## src/rtl/if_fetch_unit_pkg.sv

```systemverilog
// Shared definitions for the IF stage: instruction class codes, MIPS opcodes,
// fetch FSM encodings, the prefetch entry layout and the class decoder.
package if_fetch_unit_pkg;

  localparam logic [3:0] INST_TYPE_NONE   = 4'd0;
  localparam logic [3:0] INST_TYPE_R      = 4'd1;
  localparam logic [3:0] INST_TYPE_I      = 4'd2;
  localparam logic [3:0] INST_TYPE_LOAD   = 4'd3;
  localparam logic [3:0] INST_TYPE_STORE  = 4'd4;
  localparam logic [3:0] INST_TYPE_BRANCH = 4'd5;
  localparam logic [3:0] INST_TYPE_JUMP   = 4'd6;

  localparam logic [5:0] OP_SPECIAL = 6'h00;
  localparam logic [5:0] OP_REGIMM  = 6'h01;
  localparam logic [5:0] OP_J       = 6'h02;
  localparam logic [5:0] OP_JAL     = 6'h03;
  localparam logic [5:0] OP_BEQ     = 6'h04;
  localparam logic [5:0] OP_BNE     = 6'h05;
  localparam logic [5:0] OP_BLEZ    = 6'h06;
  localparam logic [5:0] OP_BGTZ    = 6'h07;
  localparam logic [5:0] FN_JR      = 6'h08;
  localparam logic [5:0] FN_JALR    = 6'h09;

  localparam logic [1:0] ST_IDLE    = 2'd0;
  localparam logic [1:0] ST_REQ     = 2'd1;
  localparam logic [1:0] ST_DISCARD = 2'd2;

  typedef struct packed {
    logic [31:0] inst;
    logic [31:0] pc4;
    logic [3:0]  seq;
  } fetch_entry_t;

  function automatic logic [3:0] decode_type(input logic [5:0] op, input logic [5:0] funct);
    logic [3:0] t;
    t = INST_TYPE_NONE;
    case (op)
      OP_SPECIAL: t = (funct == FN_JR || funct == FN_JALR) ? INST_TYPE_JUMP : INST_TYPE_R;
      OP_REGIMM, OP_BEQ, OP_BNE, OP_BLEZ, OP_BGTZ: t = INST_TYPE_BRANCH;
      OP_J, OP_JAL: t = INST_TYPE_JUMP;
      default: begin
        // 0x08-0x0F immediate ALU, 0x20-0x26 loads, stores incl. swr
        if (op[5:3] == 3'b001) t = INST_TYPE_I;
        else if (op[5:3] == 3'b100 && op != 6'h27) t = INST_TYPE_LOAD;
        else if (op inside {6'h28, 6'h29, 6'h2A, 6'h2B, 6'h2E}) t = INST_TYPE_STORE;
      end
    endcase
    return t;
  endfunction

endpackage

```

## src/rtl/if_fetch_unit_fetch_fifo.sv

```systemverilog
// Prefetch FIFO for fetched words; head entry is read combinationally so a
// word is visible to ID the cycle after it is written.
module if_fetch_unit_fetch_fifo
  import if_fetch_unit_pkg::*;
#(
  parameter int DEPTH = 2
) (
  input  logic                     clk,
  input  logic                     rst,
  input  logic                     push,
  input  fetch_entry_t             push_data,
  input  logic                     pop,
  input  logic                     flush,
  output fetch_entry_t             head,
  output logic [$clog2(DEPTH):0]   count,
  output logic                     full,
  output logic                     empty
);
  localparam int AW = $clog2(DEPTH);
  localparam int CW = AW + 1;

  fetch_entry_t   mem [DEPTH];
  logic [AW-1:0]  wr_ptr_reg, rd_ptr_reg;
  logic [CW-1:0]  count_reg;
  logic           do_push, do_pop;

  assign full    = (count_reg == CW'(DEPTH));
  assign empty   = (count_reg == '0);
  assign do_push = push && !flush && (!full || pop);
  assign do_pop  = pop && !empty && !flush;
  assign head    = mem[rd_ptr_reg];
  assign count   = count_reg;

  always_ff @(posedge clk) begin
    if (do_push) mem[wr_ptr_reg] <= push_data;
  end

  always_ff @(posedge clk or posedge rst) begin
    if (rst) begin
      wr_ptr_reg <= '0;
      rd_ptr_reg <= '0;
      count_reg  <= '0;
    end else if (flush) begin
      wr_ptr_reg <= '0;
      rd_ptr_reg <= '0;
      count_reg  <= '0;
    end else begin
      if (do_push) wr_ptr_reg <= wr_ptr_reg + 1'b1;
      if (do_pop)  rd_ptr_reg <= rd_ptr_reg + 1'b1;
      count_reg <= count_reg + CW'(do_push) - CW'(do_pop);
    end
  end

endmodule

```

## src/rtl/if_fetch_unit.sv

```systemverilog
// MIPS instruction-fetch stage: owns the PC, issues one-outstanding memory
// reads, buffers words in a prefetch FIFO and presents the head to ID.
module if_fetch_unit
  import if_fetch_unit_pkg::*;
#(
  parameter logic [31:0] RESET_PC = 32'h0000_0000,
  parameter int          DEPTH    = 2
) (
  input  logic        clk,
  input  logic        rst,
  input  logic        id_stall,
  input  logic        id_redirect,
  input  logic [31:0] id_new_pc,
  output logic        imem_req,
  output logic [31:0] imem_addr,
  input  logic        imem_ack,
  input  logic [31:0] imem_rdata,
  output logic [31:0] if_inst,
  output logic [31:0] if_pc4,
  output logic        if_valid,
  output logic [3:0]  if_ins_type,
  output logic [3:0]  if_ins_number
);
  localparam int             CW        = $clog2(DEPTH) + 1;
  localparam logic [CW-1:0]  DEPTH_CNT = CW'(DEPTH);

  logic [1:0]    state_reg, state_next;
  logic [31:0]   pc_reg, pc_next;
  logic [3:0]    seq_reg, seq_next;
  fetch_entry_t  head, push_entry;
  logic [CW-1:0] count, count_after;
  logic          full, empty, push_en, pop_en, present;

  assign pop_en      = !empty && !id_stall && !id_redirect;
  assign push_en     = (state_reg == ST_REQ) && imem_ack && !id_redirect && (!full || pop_en);
  assign count_after = count + CW'(push_en) - CW'(pop_en);
  assign push_entry  = '{inst: imem_rdata, pc4: pc_reg + 32'd4, seq: seq_reg};

  if_fetch_unit_fetch_fifo #(.DEPTH(DEPTH)) u_fetch_fifo (
    .clk       (clk),
    .rst       (rst),
    .push      (push_en),
    .push_data (push_entry),
    .pop       (pop_en),
    .flush     (id_redirect),
    .head      (head),
    .count     (count),
    .full      (full),
    .empty     (empty)
  );

  always_comb begin
    state_next = state_reg;
    pc_next    = pc_reg;
    seq_next   = seq_reg;
    if (id_redirect) begin
      // A request still in flight must be drained without being enqueued.
      pc_next    = id_new_pc & 32'hFFFF_FFFC;
      state_next = ((state_reg == ST_REQ || state_reg == ST_DISCARD) && !imem_ack)
                   ? ST_DISCARD : ST_IDLE;
    end else begin
      case (state_reg)
        ST_IDLE: if (count < DEPTH_CNT) state_next = ST_REQ;
        ST_REQ: begin
          if (imem_ack) begin
            pc_next    = pc_reg + 32'd4;
            seq_next   = seq_reg + 4'd1;
            state_next = (count_after < DEPTH_CNT) ? ST_REQ : ST_IDLE;
          end
        end
        ST_DISCARD: if (imem_ack) state_next = (count_after < DEPTH_CNT) ? ST_REQ : ST_IDLE;
        default: state_next = ST_IDLE;
      endcase
    end
  end

  always_ff @(posedge clk or posedge rst) begin
    if (rst) begin
      state_reg <= ST_IDLE;
      pc_reg    <= RESET_PC;
      seq_reg   <= 4'd0;
    end else begin
      state_reg <= state_next;
      pc_reg    <= pc_next;
      seq_reg   <= seq_next;
    end
  end

  assign imem_req  = (state_reg == ST_REQ);
  assign imem_addr = pc_reg;

  // Redirect cycle forces a bubble so ID latches a nop.
  assign present       = !empty && !id_redirect;
  assign if_valid      = present;
  assign if_inst       = present ? head.inst : 32'd0;
  assign if_pc4        = present ? head.pc4 : 32'd0;
  assign if_ins_number = present ? head.seq : 4'd0;
  assign if_ins_type   = present ? decode_type(head.inst[31:26], head.inst[5:0]) : INST_TYPE_NONE;

endmodule
```

## config.mk

```make
export PLATFORM = sky130hd
export DESIGN_NAME = if_fetch_unit
export DESIGN_NICKNAME = d
export VERILOG_FILES = /design/src/rtl/if_fetch_unit_pkg.sv /design/src/rtl/if_fetch_unit_fetch_fifo.sv /design/src/rtl/if_fetch_unit.sv
export SDC_FILE = /design/constraint.sdc
export NUM_CORES = 1
export LEC_CHECK = 0
export CORE_MARGIN = 2
export CORE_UTILIZATION = 40
export DETAILED_ROUTE_END_ITERATION = 7
export PLACE_DENSITY = 0.67
export SKIP_CTS_REPAIR_TIMING = 1
export SYNTH_ARGS = -nofsm -noshare
export SYNTH_HDL_FRONTEND = slang
export SYNTH_SLANG_ARGS = --single-unit
```

## constraint.sdc

```tcl
create_clock -name clk -period 14.65 [get_ports clk]
set_clock_uncertainty 0.05 [all_clocks]
set_input_delay 2.93 -clock clk [delete_from_list [all_inputs] [get_ports clk]]
set_output_delay 2.93 -clock clk [all_outputs]
set_load 0.005 [all_outputs]
```

==> flow_summary_export.csv <==
group,metric,value,unit
drt,vias,5560,
timing,maxSlewHeadroom,28.8,%
logic_synthesis,yosysMostFrequentCell,"edfxtp_1",
power,p_switching,350,uW
flow_run,drv_cap,0,
global_route,antenna_found_initial,0,
critical_path,worst-path-buf-inv,6,
drt,antenna_left,0,
critical_path,critPathKind,"in2out",
logic_synthesis,seq_area_frac_synth,61.2,%
floorplan,dieArea,21400,um2
power,p_leak,0.00349,uW
critical_path,rr_worst_depth,5,
logic_synthesis,ys_seq_elements,172,
critical_path,crit_cells,9,
logic_synthesis,synth_enable_flop_cells,132,
timing,rsz0062_at_grt,"no",
power,pwr-share-clk,34.2,%
drt,wire_per_inst,16.8,um
drt,routed_wl,18300,um
cells_and_area,fillers,1795,
clock_network,cts_root_buf,"clkbuf_16",
cells_and_area,regArea,4970,um2
clock_network,clk_path_buf_depth,2,
power,vdd.ir_drop.worst,84.4,uV
floorplan,pin_count,175,
clock_network,cts_tree,"built",
critical_path,max_stage_delay,0.61,ns
power,comb_power_share,19.3,%
timing,finalSetupViolations,0,
logic_synthesis,yosys_warnings,0,
clock_network,clkTransAtPathRegs,0.06,ns
critical_path,r2r_setup_slack,11.80,ns
timing,tns,0,ns
drt,drc,0,
critical_path,start_kind,"primary input",
logic_synthesis,synth_top_area_share,48.9,%
timing,min_period_over_period,61.1,%
floorplan,core-area,20000,um2
logic_synthesis,syn_inst,655,
logic_synthesis,yosysTopAreaCell,"edfxtp_1",
power,swShare,26.3,%
power,p_seq_share,46.5,%
clock_network,clock-sinks,172,
logic_synthesis,ys_types,63,
outcome,status,"finished clean",
hold_path,hp-class,"reg2reg",
floorplan,initial_utilization,40.5,%
critical_path,arrival,5.96,ns
global_route,track_usage,17.5,%
logic_synthesis,synth_flop_cell,"edfxtp_1",
logic_synthesis,syn_area,8110,um2
clock_network,clock_latency,0.42,ns
logic_synthesis,async_reset_ff_share,23.3,%
place,dp_hpwl,12100,um
critical_path,worstPathCellList,"clkdlybuf4s50_1 > buf_4 > inv_2 > o21ai_4 > buf_4 > inv_1 > o311ai_0 > a21oi_1 > clkdlybuf4s50_1",
timing,maxSlewViolCount,0,
timing,timing.fmax,112,MHz
cells_and_area,nets,882,
global_route,grt_max_degree,67,
logic_synthesis,avgSynthCellArea,12.4,um2
place,place.port_buffers,167,
cells_and_area,diodes,0,
cells_and_area,final_cells,1088,
global_route,grt_pass1_wl,29200,um
critical_path,critPathSlowestCell,"buf_4",
power,p_per_area,126,nW/um2
logic_synthesis,ys_top_cells_by_area,"edfxtp_1, dfrtp_1, mux2i_1",
timing,fin_crit,8.94,ns
timing,tightest_slew,1.06,ns
drt,first_iter_violations,342,
cells_and_area,syn_to_final_growth,29.5,%
floorplan,die_x,146,um
hold_path,hold_path_depth,1,
global_route,grt_pass1_vias,5460,
cells_and_area,largest_reg_flops,132,
critical_path,cp_max_fo,58,
drt,drtPass1Iterations,5,
critical_path,path_delay_family,"buffers and inverters",
floorplan,std_cell_rows,52,
place,gp_congestion,0.784,
drt,vias_per_cell,5.11,
cells_and_area,drive_gt1_share,7.09,%
logic_synthesis,ys_top_cells_by_count,"edfxtp_1, nor2_1, mux2i_1, dfrtp_1, nand2_1",
floorplan,chipHeight,146,um
critical_path,required,11.67,ns
critical_path,endpoint_kind,"output port",
cells_and_area,multi_input_area,2820,um2
clock_network,cts_max_level,4,
clock_network,cts_buffers,17,
power,intPower,978,uW
place,dp_cells,1056,
global_route,grt_overflow,0,
timing,final-hold-violation-count,0,
[area by class of cell]
type / instances / share of cell area (%)
Clock buffer: 19 / 4.12
Clock inverter: 13 / 1.57
Inverter: 14 / 0.500
Multi-Input combinational cell: 426 / 26.9
Sequential cell: 172 / 47.3
Tap cell: 270 / 3.22
Timing Repair Buffer: 174 / 16.4
[metrics by stage]
| stage | setup slack, ns | util [%] | power [uW] | area, um2 | hold slack, ns |
|---|---|---|---|---|---|
| 2_1_floorplan | 4.49 | - | 771 | 8120 | 0.408 |
| 3_3_place_gp | 5.74 | 49.4 | 883 | 9900 | 0.421 |
| 3_5_place_dp | 5.70 | 49.4 | 887 | 9900 | 0.444 |
| 4_1_cts | 5.68 | 52.4 | 1340 | 10500 | 0.453 |
| 5_1_grt | 5.44 | 52.4 | 1390 | 10500 | 0.484 |
| 6_report | 5.71 | 52.4 | 1330 | 10500 | 0.449 |
[kinds of logic (layout without fill, tap and decap cells)]
family	after synthesis	count (layout)	synth area share [%]
other	1	5	0.0463
flip-flops	172	172	61.2
buffers and inverters	61	220	4.41
AO/OA/AOI/OAI	60	60	4.85
adder cells (fa/ha/maj)	8	8	1.23
AND/OR/NAND/NOR	235	235	14.4
multiplexers	71	71	8.80
XOR/XNOR	47	47	5.08
[metal layers]
| layer | routed length (um) | global-route usage (%) |
|---|---|---|
| met5 | 0 | 0 |
| met4 | 171 | 4.37 |
| met3 | 1180 | 4.97 |
| met2 | 8670 | 28.0 |
| met1 | 8230 | 23.6 |
[power groups by stage]
| stage | Combinational [uW] | Clock, uW | Sequential [uW] |
|---|---|---|---|
| global route | 283 | 485 | 624 |
| floorplan | 160 | 0 | 610 |
| global placement | 256 | 0 | 627 |
| CTS | 260 | 465 | 618 |
| finish | 256 | 455 | 618 |
| detailed placement | 259 | 0 | 628 |
[cell usage in the layout, fill, tap and decap left out, types with 3 or more instances in the layout]
master           instances
o21ai_0                 20
or4_1                   12
or3_2                    4
nor3_1                  13
xnor2_1                 35
clkbuf_16               17
nand2_1                 37
dfrtp_1                 39
xor2_1                  12
nand4_1                 11
ha_1                     8
edfxtp_1               132
bufinv_16                3
clkinvlp_4               3
clkdlybuf4s50_1        167
mux2i_1                 69
or3_1                    5
or2_2                    4
and4_1                   3
a21oi_1                  3
nor2b_1                  3
o31ai_1                  7
nor2_1                 102
buf_4                    7
inv_1                   13
conb_1                   5
a31oi_1                 14
nand3_1                 18
nor4_1                   5
clkinv_2                 3
[path summary, 6_finish.rpt]
check,startpoint,to
max,id_redirect,if_ins_type[2]
min,seq_reg[3],seq_reg[3]
max reg2reg,state_reg[1],u_fetch_fifo.mem[1][66]
min reg2reg,seq_reg[3],seq_reg[3]
max in group asynchronous,rst,u_fetch_fifo.rd_ptr_reg
min in group asynchronous,rst,imem_addr[10]
No activity file was read; power rests on OpenSTA's default activity.
